===== config.mk =====
export PLATFORM = sky130hd
export DESIGN_NAME = agro_ctrl
export DESIGN_NICKNAME = d
export VERILOG_FILES = /design/src/rtl/agro_ctrl.sv
export SDC_FILE = /design/constraint.sdc
export NUM_CORES = 1
export LEC_CHECK = 0
export BUFFER_PORTS_ARGS = -buffer_cell sky130_fd_sc_hd__buf_2
export CAP_MARGIN = 20
export CORE_ASPECT_RATIO = 0.6
export CORE_MARGIN = 1
export CORE_UTILIZATION = 30
export CTS_CLUSTER_SIZE = 20
export DETAILED_ROUTE_END_ITERATION = 10
export GPL_TIMING_DRIVEN = 1
export SLEW_MARGIN = 25
export SYNTH_ARGS = -nofsm -noshare
export SYNTH_HDL_FRONTEND = slang
export SYNTH_SLANG_ARGS = --single-unit

===== constraint.sdc =====
create_clock -name clock -period 4.75 [get_ports clock]
set_clock_uncertainty 0.15 [all_clocks]
set_input_delay 0.95 -clock clock [delete_from_list [all_inputs] [get_ports clock]]
set_output_delay 0.95 -clock clock [all_outputs]
set_load 0.01 [all_outputs]

===== src/rtl/agro_ctrl.sv =====
// agro_ctrl: synchronises/debounces the agro button and sequences estado/sinal/concluido
// for the digit block (IDLE -> ARM -> ATIVO run/drop -> COOLDOWN).
module agro_ctrl #(
    parameter int DEBOUNCE_CYCLES = 4,
    parameter int HOLD_CYCLES     = 8,
    parameter int ACTIVE_CYCLES   = 16,
    parameter int COOLDOWN_CYCLES = 8
) (
    input  logic       clock,
    input  logic       reset,
    input  logic       botao_raw,
    input  logic       abortar,
    output logic       botaoAgro,
    output logic [1:0] estado,
    output logic       sinal,
    output logic       concluido
);
    localparam logic [7:0] DB_LAST   = 8'(DEBOUNCE_CYCLES - 1);
    localparam logic [7:0] HOLD_LAST = 8'(HOLD_CYCLES - 1);
    localparam logic [7:0] ACT_LAST  = 8'(ACTIVE_CYCLES - 1);
    localparam logic [7:0] COOL_LAST = 8'(COOLDOWN_CYCLES - 1);

    // DROP shares estado=11 with ATIVO; bit 2 only separates the single sinal=0 cycle
    typedef enum logic [2:0] {
        IDLE  = 3'b000,
        ARM   = 3'b001,
        ATIVO = 3'b011,
        DROP  = 3'b111,
        COOL  = 3'b010
    } state_t;

    logic       r_sync1, r_sync2, r_botao;
    logic [7:0] r_db_cnt;
    state_t     r_state;
    logic [7:0] r_cnt;
    logic       r_sinal, r_conc;
    state_t     w_next_state;
    logic [7:0] w_last, w_next_cnt;

    always_ff @(posedge clock or posedge reset) begin
        if (reset) begin
            r_sync1  <= 1'b0;
            r_sync2  <= 1'b0;
            r_botao  <= 1'b0;
            r_db_cnt <= 8'd0;
        end else begin
            r_sync1 <= botao_raw;
            r_sync2 <= r_sync1;
            if (r_sync2 == r_botao) begin
                r_db_cnt <= 8'd0;
            end else if (r_db_cnt == DB_LAST) begin
                r_db_cnt <= 8'd0;
                r_botao  <= ~r_botao;
            end else begin
                r_db_cnt <= r_db_cnt + 8'd1;
            end
        end
    end

    always_comb begin
        w_next_state = r_state;
        case (r_state)
            IDLE:    w_next_state = r_botao ? ARM : IDLE;
            ARM:     w_next_state = (abortar || !r_botao) ? IDLE : (r_cnt == HOLD_LAST) ? ATIVO : ARM;
            ATIVO:   w_next_state = (abortar || r_cnt == ACT_LAST) ? DROP : ATIVO;
            DROP:    w_next_state = COOL;
            COOL:    w_next_state = (r_cnt == COOL_LAST && !r_botao) ? IDLE : COOL;
            default: w_next_state = IDLE;
        endcase
    end

    // Counter clears on every state change and saturates at the current state's terminal value
    assign w_last = (r_state == ARM)   ? HOLD_LAST :
                    (r_state == ATIVO) ? ACT_LAST  :
                    (r_state == COOL)  ? COOL_LAST : 8'd0;
    assign w_next_cnt = (w_next_state != r_state) ? 8'd0 :
                        (r_cnt == w_last)         ? r_cnt : r_cnt + 8'd1;

    always_ff @(posedge clock or posedge reset) begin
        if (reset) begin
            r_state <= IDLE;
            r_cnt   <= 8'd0;
            r_sinal <= 1'b0;
            r_conc  <= 1'b0;
        end else begin
            r_state <= w_next_state;
            r_cnt   <= w_next_cnt;
            r_sinal <= (w_next_state == ATIVO);
            r_conc  <= (w_next_state == DROP);
        end
    end

    assign botaoAgro = r_botao;
    assign estado    = r_state[1:0];
    assign sinal     = r_sinal;
    assign concluido = r_conc;
endmodule


==> results.yml <==
timing:
  slew_violations: 0
  fin_ws_ns: 2.460
  min_period_over_period_pct: 48.20
  fmax_mhz: 436.8
  relSlewSlack_pct: 44.08
  min_period_ns: 2.290
  setup_viol: 0
  hold_viol_final: 0
  tightest_slew_ns: 0.8337
  rsz0062_at_grt: "false"
  setup_tns_ns: 0
  worst_hold_slack_ns: 0.2034
pwr:
  p_comb_share_pct: 33.6
  netSwitchingFraction_pct: 38.49
  powerDensity_nw_per_um2: 511.0
  max-vdd-ir-drop_mv: 0.1401
  internal_power_mw: 0.4212
  power_leakage_nw: 0.6035
  p_seq_share_pct: 46.4
  pwr-share-clk_pct: 20.0
  power_mw: 0.6847
  switching_power_mw: 0.2636
placed_design:
  pre_cts_ws_ns: 2.414
  gp_congestion: 0.7998
  place_area_sq_um: 1285
  place_inst: 171
  port_buffers: 8
  dp.final_hpwl_mm: 1.761
drt:
  vias: 878
  first_pass_iters: 6
  top_layer_used: "met4"
  final_antenna_net_count: 0
  wl_met2_mm: 1.004
  wl_per_cell_um: 13.49
  drc: 0
  wl_mm: 2.360
  first_iter_violations: 80
  wl_met1_mm: 1.204
  drt-vias-per-instance: 5.017
  met3_length_um: 90
floorplanning:
  core_sq_um: 3786
  die_w_um: 84.58
  die_h_um: 51.55
  io_pins: 9
  die-area_sq_um: 4359
  start_util_pct: 32.42
  rows: 17
setup_path:
  cp_max_fo: 8
  setup.worst_path.start_class: "flop"
  endpoint_kind: "flop"
  reg2reg_depth: 4
  path_class: "reg2reg"
  cp.arrival_ns: 2.26
  crit_required_ns: 4.72
clocking:
  clk_latency_ns: 0.27
  cts.repair.resized: 0
  clockBufferDepth: 2
  post_cts_buffers: 0
  cts.sinks: 24
  cts_root_buf: "clkbuf_8"
  postCtsHoldBufs: 0
  cts_tree: "yes"
  htree_levels: 1
  clkSlewWorstSetupHoldPaths_ns: 0.08
  numCtsBuffers: 3
grt:
  grt_max_degree: 25
  grt-ovfl-total: 0
  grt_usage_pct: 12.59
  grt_pass1_wl_mm: 4.174
  antenna_found_initial: 0
  grt_pass1_vias: 890
logic_synthesis:
  yosys_warnings: 0
  synth_seq_cells: 24
  synthCells: 123
  netlist_area_sq_um: 1227
  syn_nets: 129
  seq_area_frac_synth_pct: 48.93
  async_flop_share_pct: 100.0
  synth_ff_type: "dfrtp_1"
  synth_cell_types: 33
  synth_edf_count: 0
  syn_avg_cell_area_sq_um: 9.979
final_layout:
  regArea_sq_um: 600.6
  final_util_pct: 35.39
  final_cell_mix: "dfrtp_1 (24), nor2_1 (16), xor2_1 (11)"
  syn_to_final_growth_pct: 9.175
  multi_input_area_sq_um: 566.8
  fin_cells: 175
  layout_commonest_cell: "dfrtp_1"
  diodes: 0
  layout.nets: 135
  postLayoutCellArea_sq_um: 1340
  drive_gt1_share_pct: 13.28
  fill_cells: 386
hold_path:
  hp-class: "reg2reg"
  hold_path_depth: 0
run:
  drv_cap: 0
status:
  status: "finished, final reports clean"
final timing paths:
kind                        endpoint      from  slack (ns)
setup / recovery            r_cnt[6]  r_cnt[4]        2.46
hold / removal               r_sync2   r_sync1        0.20
setup reg to reg            r_cnt[6]  r_cnt[4]        2.46
hold reg to reg              r_sync2   r_sync1        0.20
max in group asynchronous  botaoAgro     reset        3.47
min in group asynchronous   r_cnt[5]     reset        0.58
worst max-delay path, stage by stage (launching register included):
cell	delay [ns]
dfrtp_1	0.44
nor4_1	0.55
a31oi_1	0.24
o2111ai_1	0.64
nor2_1	0.13
power by group through the flow:
stage / sequential [mW] / combinational, mW / clock (mW)
floorplan: 0.284 / 0.215 / 0
global placement: 0.318 / 0.227 / 0
detailed placement: 0.322 / 0.232 / 0
CTS: 0.318 / 0.233 / 0.142
global route: 0.330 / 0.266 / 0.148
finish: 0.318 / 0.230 / 0.137
area by class of cell:
cell class / count / area share, %
multi-input cells: 87 / 42.30
flip-flops and latches: 24 / 44.82
inverters: 5 / 1.401
clock buffers: 4 / 4.108
repair buffers: 8 / 2.988
well taps: 47 / 4.388
registers in the layout, indices dropped and copies added, names as in the netlist:
signal     count
r_sync1        1
sinal          1
r_cnt          8
botaoAgro      1
r_sync2        1
r_state        3
r_db_cnt       8
concluido      1
cells by family after synthesis:
kind of cell               Yosys count  synth area share [%]
and+or+nand+nor                     53                 22.83
DFF                                 24                 48.93
AOI/OAI and AO/OA                   17                 10.30
xor gates and xnor gates            13                 9.276
buffers and inverters               12                 4.892
muxes                                2                 1.733
adders and majority gates            2                 2.038
synthesized netlist by cell type (all sizes together) (3+ instances only):
master | instances | area [sq um]
buf | 3 | 26.27
nor2 | 16 | 60.06
xor2 | 11 | 96.34
nor3 | 5 | 25.02
inv | 5 | 18.77
nand2 | 7 | 26.28
o31ai | 3 | 22.52
clkbuf | 4 | 15.01
dfrtp | 24 | 600.6
and3 | 5 | 31.28
a21oi | 5 | 28.78
nand3 | 7 | 35.03
per-layer routing:
metal	up-vias	track usage (%)
li1	440	-
met1	412	16.15
met2	20	19.92
met3	6	3.651
met4	0	5.932
met5	-	0
Note: power is estimated with default switching activity, not from simulation.
